`config.mk`:
```
export PLATFORM = sky130hd
export DESIGN_NAME = vx_weighted_matrix_arbiter
export DESIGN_NICKNAME = d
export VERILOG_FILES = /design/src/rtl/vx_weighted_matrix_arbiter.sv
export SDC_FILE = /design/constraint.sdc
export NUM_CORES = 1
export LEC_CHECK = 0
export ABC_CLOCK_PERIOD_IN_PS = 3340
export CORE_MARGIN = 1
export CORE_UTILIZATION = 40
export CTS_BUF_LIST = sky130_fd_sc_hd__clkbuf_8
export CTS_CLUSTER_SIZE = 8
export DETAILED_ROUTE_END_ITERATION = 7
export HOLD_SLACK_MARGIN = 0.06
export SYNTH_ARGS = -nofsm -noshare
export SYNTH_HDL_FRONTEND = slang
export SYNTH_SLANG_ARGS = --single-unit
```
`constraint.sdc`:
```
create_clock -name clk -period 3.34 [get_ports clk]
set_input_delay 0.668 -clock clk [delete_from_list [all_inputs] [get_ports clk]]
set_output_delay 0.668 -clock clk [all_outputs]
set_load 0.01 [all_outputs]
```
`src/rtl/vx_weighted_matrix_arbiter.sv`:
```
// Weighted least-recently-granted matrix arbiter with per-requester grant tenures and stall locking.
// Optional per-requester accepted-grant counters are enabled by defining WMARB_PERF_EN.
module vx_weighted_matrix_arbiter #(
  parameter int unsigned NUM_REQS       = 4,
  parameter int unsigned WEIGHT_WIDTH   = 2,
  parameter int unsigned PERF_CTR_WIDTH = 16
) (
  input  logic                             clk,
  input  logic                             reset,
  input  logic [NUM_REQS-1:0]              requests,
  input  logic [NUM_REQS*WEIGHT_WIDTH-1:0] weights,
  input  logic                             grant_ready,
  output logic                             grant_valid,
  output logic [NUM_REQS-1:0]              grant_onehot,
  output logic [$clog2(NUM_REQS)-1:0]      grant_index,
  output logic                             grant_last
`ifdef WMARB_PERF_EN
  ,
  output logic [NUM_REQS*PERF_CTR_WIDTH-1:0] perf_grants
`endif
);

  localparam int unsigned IDXW = $clog2(NUM_REQS);
  localparam int unsigned NP   = NUM_REQS * (NUM_REQS - 1) / 2;

  if (NUM_REQS < 2 || PERF_CTR_WIDTH == 0) begin : g_cfg_err
    $error("vx_weighted_matrix_arbiter: NUM_REQS must be >= 2 and PERF_CTR_WIDTH > 0");
  end

  // Upper triangle of the priority matrix packed row by row: bit pidx(i,j), i<j, set when i beats j.
  function automatic int unsigned pidx(input int unsigned i, input int unsigned j);
    return i * NUM_REQS - (i * (i + 1)) / 2 + (j - i - 1);
  endfunction

  function automatic logic beats(input logic [NP-1:0] m, input int unsigned i, input int unsigned j);
    if (i < j) return m[pidx(i, j)];
    else       return !m[pidx(j, i)];
  endfunction

  function automatic logic [NP-1:0] demote(input logic [NP-1:0] m, input int unsigned k);
    logic [NP-1:0] r;
    r = m;
    for (int unsigned j = 0; j < NUM_REQS; j++) begin
      if (j < k)      r[pidx(j, k)] = 1'b1;
      else if (j > k) r[pidx(k, j)] = 1'b0;
    end
    return r;
  endfunction

  logic [NP-1:0]           r_prio;
  logic                    r_own_vld;
  logic [IDXW-1:0]         r_own_idx;
  logic [WEIGHT_WIDTH-1:0] r_credit;

  logic [NUM_REQS-1:0]     w_win_oh;
  logic [IDXW-1:0]         w_win_idx;
  logic [WEIGHT_WIDTH-1:0] w_win_wt;
  logic                    w_own_act;
  logic                    w_valid;
  logic                    w_fire;

  logic [NP-1:0]           w_prio_nxt;
  logic                    w_own_vld_nxt;
  logic [IDXW-1:0]         w_own_idx_nxt;
  logic [WEIGHT_WIDTH-1:0] w_credit_nxt;

  always_comb begin
    logic v_lose;
    w_win_oh  = '0;
    w_win_idx = '0;
    w_win_wt  = '0;
    for (int unsigned i = 0; i < NUM_REQS; i++) begin
      v_lose = 1'b0;
      for (int unsigned j = 0; j < NUM_REQS; j++) begin
        if (j != i && requests[j] && beats(r_prio, j, i)) v_lose = 1'b1;
      end
      if (requests[i] && !v_lose) w_win_oh[i] = 1'b1;
    end
    for (int unsigned i = 0; i < NUM_REQS; i++) begin
      if (w_win_oh[i]) begin
        w_win_idx = IDXW'(i);
        w_win_wt  = w_win_wt | weights[i*WEIGHT_WIDTH +: WEIGHT_WIDTH];
      end
    end
  end

  assign w_own_act = r_own_vld && requests[r_own_idx];
  // Outputs are gated by reset so they drop the instant reset asserts.
  assign w_valid   = reset && (|requests);
  assign w_fire    = w_valid && grant_ready;

  assign grant_valid  = w_valid;
  assign grant_index  = !w_valid ? '0 : (w_own_act ? r_own_idx : w_win_idx);
  assign grant_onehot = !w_valid ? '0 :
                        (w_own_act ? (NUM_REQS'(1) << r_own_idx) : w_win_oh);
  assign grant_last   = w_fire && (w_own_act ? (r_credit == '0) : (w_win_wt == '0));

  // A stale owner is demoted before the winner is handled, so a zero-weight winner ends up last.
  always_comb begin
    w_prio_nxt    = r_prio;
    w_own_vld_nxt = r_own_vld;
    w_own_idx_nxt = r_own_idx;
    w_credit_nxt  = r_credit;
    if (w_own_act) begin
      if (w_fire) begin
        if (r_credit != '0) begin
          w_credit_nxt = r_credit - 1'b1;
        end else begin
          w_own_vld_nxt = 1'b0;
          w_prio_nxt    = demote(w_prio_nxt, int'(r_own_idx));
        end
      end
    end else begin
      if (r_own_vld) begin
        w_own_vld_nxt = 1'b0;
        w_prio_nxt    = demote(w_prio_nxt, int'(r_own_idx));
      end
      if (w_valid) begin
        if (w_fire && w_win_wt == '0) begin
          w_prio_nxt = demote(w_prio_nxt, int'(w_win_idx));
        end else begin
          w_own_vld_nxt = 1'b1;
          w_own_idx_nxt = w_win_idx;
          w_credit_nxt  = w_fire ? (w_win_wt - 1'b1) : w_win_wt;
        end
      end
    end
  end

  always_ff @(posedge clk or negedge reset) begin
    if (!reset) begin
      r_prio    <= '1;
      r_own_vld <= 1'b0;
      r_own_idx <= '0;
      r_credit  <= '0;
    end else begin
      r_prio    <= w_prio_nxt;
      r_own_vld <= w_own_vld_nxt;
      r_own_idx <= w_own_idx_nxt;
      r_credit  <= w_credit_nxt;
    end
  end

`ifdef WMARB_PERF_EN
  logic [NUM_REQS*PERF_CTR_WIDTH-1:0] r_perf;

  always_ff @(posedge clk or negedge reset) begin
    if (!reset) begin
      r_perf <= '0;
    end else if (w_fire) begin
      for (int unsigned i = 0; i < NUM_REQS; i++) begin
        if (grant_onehot[i])
          r_perf[i*PERF_CTR_WIDTH +: PERF_CTR_WIDTH] <=
            r_perf[i*PERF_CTR_WIDTH +: PERF_CTR_WIDTH] + PERF_CTR_WIDTH'(1);
      end
    end
  end

  assign perf_grants = r_perf;
`endif

endmodule

```
==> run_results.csv, run 1 <==
group,metric,value,unit
status,status,"finished, final reports clean",
power,powerDensity,889.0,nW/um^2
synthesis,synth_top_area_cell,"ha_1",
clock_network,clk_latency,250,ps
setup_path,startpoint,"requests[0]",
sta,report.final.slew_viol_count,0,
synthesis,synth_cell_type_count,59,
detailed_routing,vias,1812,
global_routing,grt_overflow,0,
synthesis,ys_seq_elements,11,
sta,setup_violations,0,
global_routing,antenna_found_initial,0,
flow_run,cap_viol_max_count,0,
place,place_inst,319,
worst_hold_path,hold_path.class,"reg2reg",
clock_network,cts-root-buf,"clkbuf_8",
synthesis,synthesis.nets,252,
power,p_sw,976.4,uW
place,dp.final_hpwl,3.933,mm
floorplan,initial_core_util,0.4162,
setup_path,cp.arrival,2580,ps
setup_path,crit_type,"in2out",
setup_path,critPathMostFrequentCell,"buf_4",
setup_path,cp_top_family,"buffers and inverters",
clock_network,clockBufferDepth,2,
power,switching_share,0.4839,
power,p_int,1041,uW
sta,fmax,0.3077,GHz
detailed_routing,wl_per_cell,15.50,microns
power,clkPwrFrac,0.070,
clock_network,cts_setup_buffers,0,
floorplan,die_w,66.28,microns
sta,fin_crit,3250,ps
detailed_routing,drc,0,
synthesis,seq_area_frac_synth,0.1711,
setup_path,critPathBufInv,7,
sta,fin_skew,5.526,ps
synthesis,netlist_instances,216,
clock_network,clk_pin_slew,50,ps
sta,fin_crit_sh,0.9730,
clock_network,clock-sinks,11,
detailed_routing,first_pass_iters,4,
place,gp_congestion,0.8450,
synthesis,synth_top_area_frac,0.1590,
synthesis,syn_area_per_cell,7.652,sq um
final_layout,nets,310,
power,leakage,0.001065,uW
power,ir_worst_vdd,0.3792,mV
detailed_routing,ant_nets,0,
power,power.total,2018,uW
global_routing,grt_first_pass_wirelength,8.245,mm
detailed_routing,wl,5.007,mm
clock_network,cts_made_buffers,3,
floorplan,pin_count,23,
power,seq_power_share,0.159,
setup_path,cp-end-kind,"output pin",
final_layout,final_cell_mix,"37 x buf_4, 34 x nand2_1, 20 x ha_1",
power,combinationalPowerShare,0.771,
setup_path,worstPathRequired,2670,ps
clock_network,cts_tree,"built",
sta,rsz0062_at_grt,"false",
detailed_routing,viasPerCell,5.610,
setup_path,r2r_start,"r_prio[0]",
global_routing,grt_max_degree,14,
synthesis,ys.flop_type,"dfstp_2",
sta,finalSetupTns,0,ps
global_routing,grt_usage,0.2551,
setup_path,slowest_stage,"clkdlybuf4s50_1",
floorplan,fp.dieH,66.28,microns
clock_network,htreeDepth,1,
setup_path,crit_chain,"clkdlybuf4s50_1 -> buf_4 -> buf_4 -> o41ai_4 -> buf_12 -> inv_2 -> buf_4 -> clkdlybuf4s50_1",
setup_path,worstPathMaxFanout,10,
final_layout,drive_gt1_frac,0.2308,
global_routing,grt_pass1_vias,1704,
detailed_routing,drt_iter0_drc,130,
final_layout,syn_to_final_growth,37.32,%
clock_network,hold_buffers,0,
synthesis,synth.cell_area,1653,sq um
synthesis,synthTopCellsByArea,"ha_1 16%, dfstp_2 9.5%, nand2_1 7.7%",
final_layout,final_common_cell,"buf_4",
synthesis,synth_edf_count,0,
final_layout,final_cells,323,
floorplan,core.rowCount,23,
synthesis,synthArstFlopShare,1.000,
sta,finalHoldViolCount,0,
synthesis,ys_warn_count,0,
setup_path,critPathLaunchType,"primary input",
final_layout,antennaDiodeCount,0,
floorplan,core,3971,sq um
floorplan,dieArea,4393,sq um
place,port_buffers,22,
worst_hold_path,min_from,"r_prio[1]",
final_layout,nFillCells,371,
setup_path,crit_path_max_incr_delay,460,ps
[through the flow]
| stage | cell area [sq um] | setup WS [ps] | utilization | hold slack [ps] |
|---|---|---|---|---|
| 2_1_floorplan | 1653 | 400.4 | - | 372.4 |
| 3_3_place_gp | 2195 | -354.5 | 0.5526 | 545.0 |
| 3_5_place_dp | 2195 | -407.4 | 0.5526 | 538.4 |
| 4_1_cts | 2251 | -31.23 | 0.5668 | 548.3 |
| 5_1_grt | 2270 | 19.23 | 0.5715 | 612.0 |
| 6_report | 2270 | 90.26 | 0.5715 | 551.0 |
[worst register-to-register path, delay by kind of cell, from the launching register on]
kind / cells / cell delay [ps]
adder cells (fa/ha/maj): 1 / 230
flip-flops: 1 / 560
AO/OA/AOI/OAI: 7 / 1250
AND/OR/NAND/NOR: 2 / 590
buffers and inverters: 1 / 120
[timing repair]
action	CTS	global route
gates resized for setup	11	9
pin swaps	0	3
setup endpoints to repair	7	2
[cells by family after synthesis]
kind of cell | count (synthesis) | synth area share
simple gates | 82 | 0.2559
compound gates | 68 | 0.2990
buf+inv | 23 | 0.05979
fa+ha+maj | 21 | 0.1590
flops | 11 | 0.1711
xor+xnor | 6 | 0.03179
mux | 3 | 0.01893
other cells | 2 | 0.004544
[per-layer routing]
metal	global-route usage	part of all wire	wire [microns]
met5	0	0	0
met4	0.1011	0.026	130
met3	0.03621	0.045	223
met2	0.3839	0.44	2185
met1	0.3614	0.49	2467
[flip-flops by register name, indices dropped and copies added (netlist names)]
signal	flops
r_prio	6
r_own_vld	1
r_own_idx	2
r_credit	2
[cell usage after synthesis, drive strengths merged, types with 4 or more instances]
library cell   n
inv           16
o211ai         4
a31oi          5
or2b           4
clkbuf         4
dfrtp          5
a21o           4
dfstp          6
nand3          5
o21ai         10
a21oi         17
nand4          4
nand2         34
ha            21
nor2          13
xor2           4
nor2b          4
[final cells by class]
cell class / instances / area (sq um) / share of cell area
Inverter: 16 / 60.06 / 0.02646
Timing Repair Buffer: 60 / 510.5 / 0.2249
Sequential cell: 11 / 282.8 / 0.1246
Multi-Input combinational cell: 182 / 1309 / 0.5766
Clock inverter: 1 / 3.754 / 0.001654
Tap cell: 50 / 62.56 / 0.02756
Clock buffer: 3 / 41.29 / 0.01819
[power by group through the flow]
stage	clock network (uW)	registers (uW)	logic [uW]
floorplan	0	283	1020
global placement	0	318	1510
detailed placement	0	318	1520
CTS	144	316	1530
global route	153	330	1750
finish	142	321	1550
[final timing paths]
path                                 to  slack, ps  cells after the start
max                         grant_valid         90                      8
min                           r_prio[1]        550                      2
max reg2reg                   r_prio[0]        520                     11
min reg2reg                   r_prio[1]        550                      2
max in group asynchronous     r_prio[2]       2280                      2
min in group asynchronous  r_own_idx[1]        820                      2
(Power assumes the default switching activity.)
==> run 2: changes to the inputs <==
RECOVER_POWER = 100   (was unset)
==> run_results.csv, run 2 (synthesis results as in run 1) <==
group,metric,value,unit
global_routing,grt_pass1_vias,1704,
final_layout,largestRegisters,"r_prio x6, r_credit x2, r_own_idx x2",
detailed_routing,drc,0,
final_layout,syn_to_final_growth,36.71,%
setup_path,critPathBufInv,7,
place,place_inst,319,
clock_network,clock-sinks,11,
final_layout,final_common_cell,"buf_4",
floorplan,core.rowCount,23,
clock_network,hold_buffers,0,
place,gp_congestion,0.8450,
setup_path,crit_path_max_incr_delay,460,ps
floorplan,pin_count,23,
detailed_routing,ant_nets,0,
final_layout,regMostFlops,"r_prio",
sta,fin_crit_sh,0.9728,
sta,slew_headroom,0.5415,
detailed_routing,vias,1809,
final_layout,seq_area,282.8,sq um
setup_path,slowest_stage,"clkdlybuf4s50_1",
final_layout,antennaDiodeCount,0,
floorplan,die_w,66.28,microns
clock_network,cts_made_buffers,3,
detailed_routing,wl,5.014,mm
sta,finalHoldViolCount,0,
power,ir_worst_vdd,0.3779,mV
setup_path,worstPathRequired,2670,ps
status,status,"finished, final reports clean",
place,port_buffers,22,
sta,fin_crit,3249,ps
floorplan,fp.dieH,66.28,microns
clock_network,cts_setup_buffers,0,
final_layout,nFillCells,373,
final_layout,nets,310,
power,powerDensity,893.1,nW/um^2
sta,report.final.slew_viol_count,0,
floorplan,initial_core_util,0.4162,
detailed_routing,first_pass_iters,4,
setup_path,cp_top_family,"buffers and inverters",
sta,setup_violations,0,
setup_path,cp-end-kind,"output pin",
sta,fmax,0.3078,GHz
setup_path,startpoint,"requests[0]",
clock_network,htreeDepth,1,
clock_network,clk_latency,250,ps
worst_hold_path,min_from,"r_prio[1]",
detailed_routing,drt_iter0_drc,143,
setup_path,worstPathMaxFanout,10,
setup_path,critPathLaunchType,"primary input",
global_routing,grt_overflow,0,
place,placed_area,2195,sq um
sta,fin_skew,4.553,ps
final_layout,final_cells,323,
flow_run,cap_viol_max_count,0,
power,leakage,0.001059,uW
final_layout,final_cell_mix,"35 x buf_4, 34 x nand2_1, 21 x ha_1",
floorplan,core,3971,sq um
sta,worst_pin_slew,687.8,ps
final_layout,largest_reg_flops,6,
final_layout,fin_area,2260,sq um
setup_path,critPathMostFrequentCell,"buf_4",
clock_network,clk_pin_slew,60,ps
clock_network,cts_tree,"built",
global_routing,antenna_found_initial,0,
setup_path,cp.arrival,2580,ps
floorplan,dieArea,4393,sq um
setup_path,crit_type,"in2out",
clock_network,clockBufferDepth,2,
final_layout,drive_gt1_frac,0.2198,
sta,rsz0062_at_grt,"false",
clock_network,cts-root-buf,"clkbuf_8",
setup_path,crit_chain,"clkdlybuf4s50_1 -> buf_4 -> buf_4 -> o41ai_4 -> buf_12 -> inv_2 -> buf_4 -> clkdlybuf4s50_1",
final_layout,multi_input_area,1306,sq um
global_routing,grt_usage,0.2551,
setup_path,r2r_start,"r_prio[0]",
detailed_routing,wl_per_cell,15.52,microns
place,dp.final_hpwl,3.933,mm
worst_hold_path,hold_path.class,"reg2reg",
detailed_routing,viasPerCell,5.601,
global_routing,grt_first_pass_wirelength,8.245,mm
global_routing,grt_max_degree,14,
-- run 2: path summary, 6_finish.rpt --
check                      cells after the start  slack [ps]           end
max                                            8          90   grant_valid
min                                            2         550     r_prio[1]
max reg2reg                                   11         540     r_prio[0]
min reg2reg                                    2         550     r_prio[1]
max in group asynchronous                      2        1840   r_credit[1]
min in group asynchronous                      2        1060  r_own_idx[1]
-- run 2: worst min-delay path: stages, from the launching register on --
cell and delay (ps):
dfstp_2 390, o21ai_1 70, o211ai_1 80
-- run 2: layout make-up --
type / count / area share
well taps: 50 / 0.02769
clock buffers: 3 / 0.01827
multi-input cells: 182 / 0.5781
inverters: 16 / 0.02658
clock inverters: 1 / 0.001661
flip-flops and latches: 11 / 0.1251
repair buffers: 60 / 0.2226
-- run 2: stage by stage --
step / setup TNS (ps) / power, uW / setup WS [ps] / hold WS, ps / util
3_3_place_gp: -1269 / 1824 / -354.5 / 545.0 / 0.5526
4_1_cts: -31.23 / 1993 / -31.23 / 548.3 / 0.5668
3_5_place_dp: -1242 / 1838 / -407.4 / 538.4 / 0.5526
5_1_grt: 0 / 2227 / 18.96 / 612.0 / 0.5690
2_1_floorplan: 0 / 1300 / 400.4 / 372.4 / -
6_report: 0 / 2018 / 90.75 / 552.8 / 0.5690
-- run 2: report_power, final --
part	switching, uW	internal, uW	total, uW	leakage [uW]
clock	62.0	81.4	143	0.0000269
combinational	826	727	1550	0.000911
sequential	91.8	230	322	0.000121
-- run 2: layer usage --
metal  wire, microns  vias up  track usage
li1                -      897            -
met5               0        -            0
met1            2434      848       0.3614
met3             255        8      0.03621
met2            2218       56       0.3839
met4             106        0       0.1011
-- run 2: repair_timing --
action                     4_1_cts  5_1_grt
gates resized for setup         11        9
pin swaps                        0        3
setup endpoints to repair        7        2
==> run 3: changes to the inputs <==
SKIP_CTS_REPAIR_TIMING = 1   (was unset)
==> run_results.csv, run 3 (synthesis results as in run 1) <==
group,metric,value,unit
sta,fin_skew,1.666,ps
setup_path,cp_top_family,"buffers and inverters",
global_routing,grt_overflow,0,
final_layout,largestRegisters,"r_prio x6, r_credit x2, r_own_idx x2",
setup_path,critPathBufInv,7,
detailed_routing,drc,0,
setup_path,crit_chain,"clkdlybuf4s50_1 -> buf_4 -> buf_4 -> o41ai_4 -> buf_12 -> inv_2 -> buf_4 -> clkdlybuf4s50_1",
final_layout,antennaDiodeCount,0,
global_routing,grt_first_pass_wirelength,8.204,mm
final_layout,drive_gt1_frac,0.2234,
setup_path,r2r_cells,11,
clock_network,cts_made_buffers,3,
setup_path,slowest_stage,"clkdlybuf4s50_1",
power,ir_worst_vdd,0.3777,mV
floorplan,die_w,66.28,microns
setup_path,r2r_end,"r_prio[0]",
floorplan,initial_core_util,0.4162,
clock_network,cts-root-buf,"clkbuf_8",
floorplan,core,3971,sq um
global_routing,grt_max_degree,14,
sta,fin_crit,3264,ps
flow_run,cap_viol_max_count,0,
clock_network,clock-sinks,11,
status,status,"finished, final reports clean",
sta,worst_pin_slew,699.3,ps
final_layout,syn_to_final_growth,39.59,%
setup_path,worstPathRequired,2670,ps
power,leakage,0.001149,uW
clock_network,clockBufferDepth,2,
sta,fmax,0.3064,GHz
sta,hold_ws,547.6,ps
sta,report.final.slew_viol_count,0,
floorplan,core.rowCount,23,
detailed_routing,viasPerCell,5.650,
detailed_routing,wl_per_cell,15.59,microns
final_layout,seq_area,282.8,sq um
setup_path,critPathLaunchType,"primary input",
setup_path,worstPathMaxFanout,10,
setup_path,critPathMostFrequentCell,"buf_4",
clock_network,clk_pin_slew,60,ps
global_routing,grt_pass1_vias,1690,
worst_hold_path,min_from,"r_prio[1]",
global_routing,antenna_found_initial,0,
place,post-place-ws,-407.4,ps
setup_path,startpoint,"requests[0]",
setup_path,cp.depth,8,
setup_path,rrSetupSlack,530,ps
power,power.total,2039,uW
final_layout,final_cells,323,
final_layout,final_common_cell,"buf_4",
detailed_routing,wl,5.035,mm
sta,slew_headroom,0.5338,
power,powerDensity,883.9,nW/um^2
sta,finalHoldViolCount,0,
final_layout,nets,310,
global_routing,grt_usage,0.2544,
detailed_routing,vias,1825,
final_layout,regMostFlops,"r_prio",
setup_path,r2r_start,"r_prio[0]",
sta,fin_crit_sh,0.9772,
clock_network,cts_tree,"built",
detailed_routing,drt_iter0_drc,150,
floorplan,dieArea,4393,sq um
setup_path,crit_path_max_incr_delay,460,ps
setup_path,cp-end-kind,"output pin",
place,place_inst,319,
final_layout,largest_reg_flops,6,
detailed_routing,first_pass_iters,4,
clock_network,htreeDepth,1,
final_layout,multi_input_area,1320,sq um
place,port_buffers,22,
place,gp_congestion,0.8450,
detailed_routing,ant_nets,0,
final_layout,final_cell_mix,"36 x buf_4, 34 x nand2_1, 20 x ha_1",
sta,setup_violations,0,
setup_path,crit_type,"in2out",
floorplan,fp.dieH,66.28,microns
worst_hold_path,hold_path.class,"reg2reg",
clock_network,clk_latency,250,ps
final_layout,nFillCells,368,
sta,setup_ws,75.99,ps
floorplan,pin_count,23,
setup_path,critPathCapture,"grant_valid",
setup_path,cp.arrival,2600,ps
place,dp.final_hpwl,3.933,mm
-- run 3: layer usage --
layer / GRT usage / vias to the layer above / share of wire
li1: - / 901 / -
met1: 0.3634 / 863 / 0.49
met2: 0.3839 / 51 / 0.44
met3: 0.03103 / 10 / 0.040
met4: 0.09840 / 0 / 0.022
met5: 0 / - / 0
-- run 3: area by class of cell --
class	count	area share
clock inverters	1	0.001627
inverters	16	0.02603
multi-input cells	182	0.5721
clock buffers	3	0.01790
repair buffers	60	0.2326
well taps	50	0.02712
flip-flops and latches	11	0.1226
-- run 3: power breakdown --
| part | total (uW) | internal, uW | switching, uW | leakage, uW |
|---|---|---|---|---|
| sequential | 322 | 230 | 91.9 | 0.000121 |
| combinational | 1570 | 746 | 828 | 0.00100 |
| clock | 143 | 81.5 | 62.0 | 0.0000269 |
| total | 2040 | 1060 | 982 | 0.00115 |
-- run 3: through the flow --
| step | util | TNS (ps) | instance area (sq um) |
|---|---|---|---|
| CTS | 0.5640 | -931.3 | 2240 |
| floorplan | - | 0 | 1653 |
| global route | 0.5810 | -2.066 | 2307 |
| global placement | 0.5526 | -1269 | 2195 |
| detailed placement | 0.5526 | -1242 | 2195 |
| finish | 0.5810 | 0 | 2307 |
-- run 3: worst min-delay path by stage --
stage	endpoint	slack [ps]	cells after the start
after global routing	r_prio[1]	610	2
final	r_prio[1]	550	2
after global placement	r_prio[1]	540	2
after detailed placement	r_prio[1]	540	2
after floorplan	r_credit[0]	370	0
after CTS	r_prio[1]	550	2
-- run 3: tightest hold or removal path: cells and delay by family, from the launching register on --
kind / cells / cell delay, ps
flops: 1 / 390
compound gates: 2 / 150
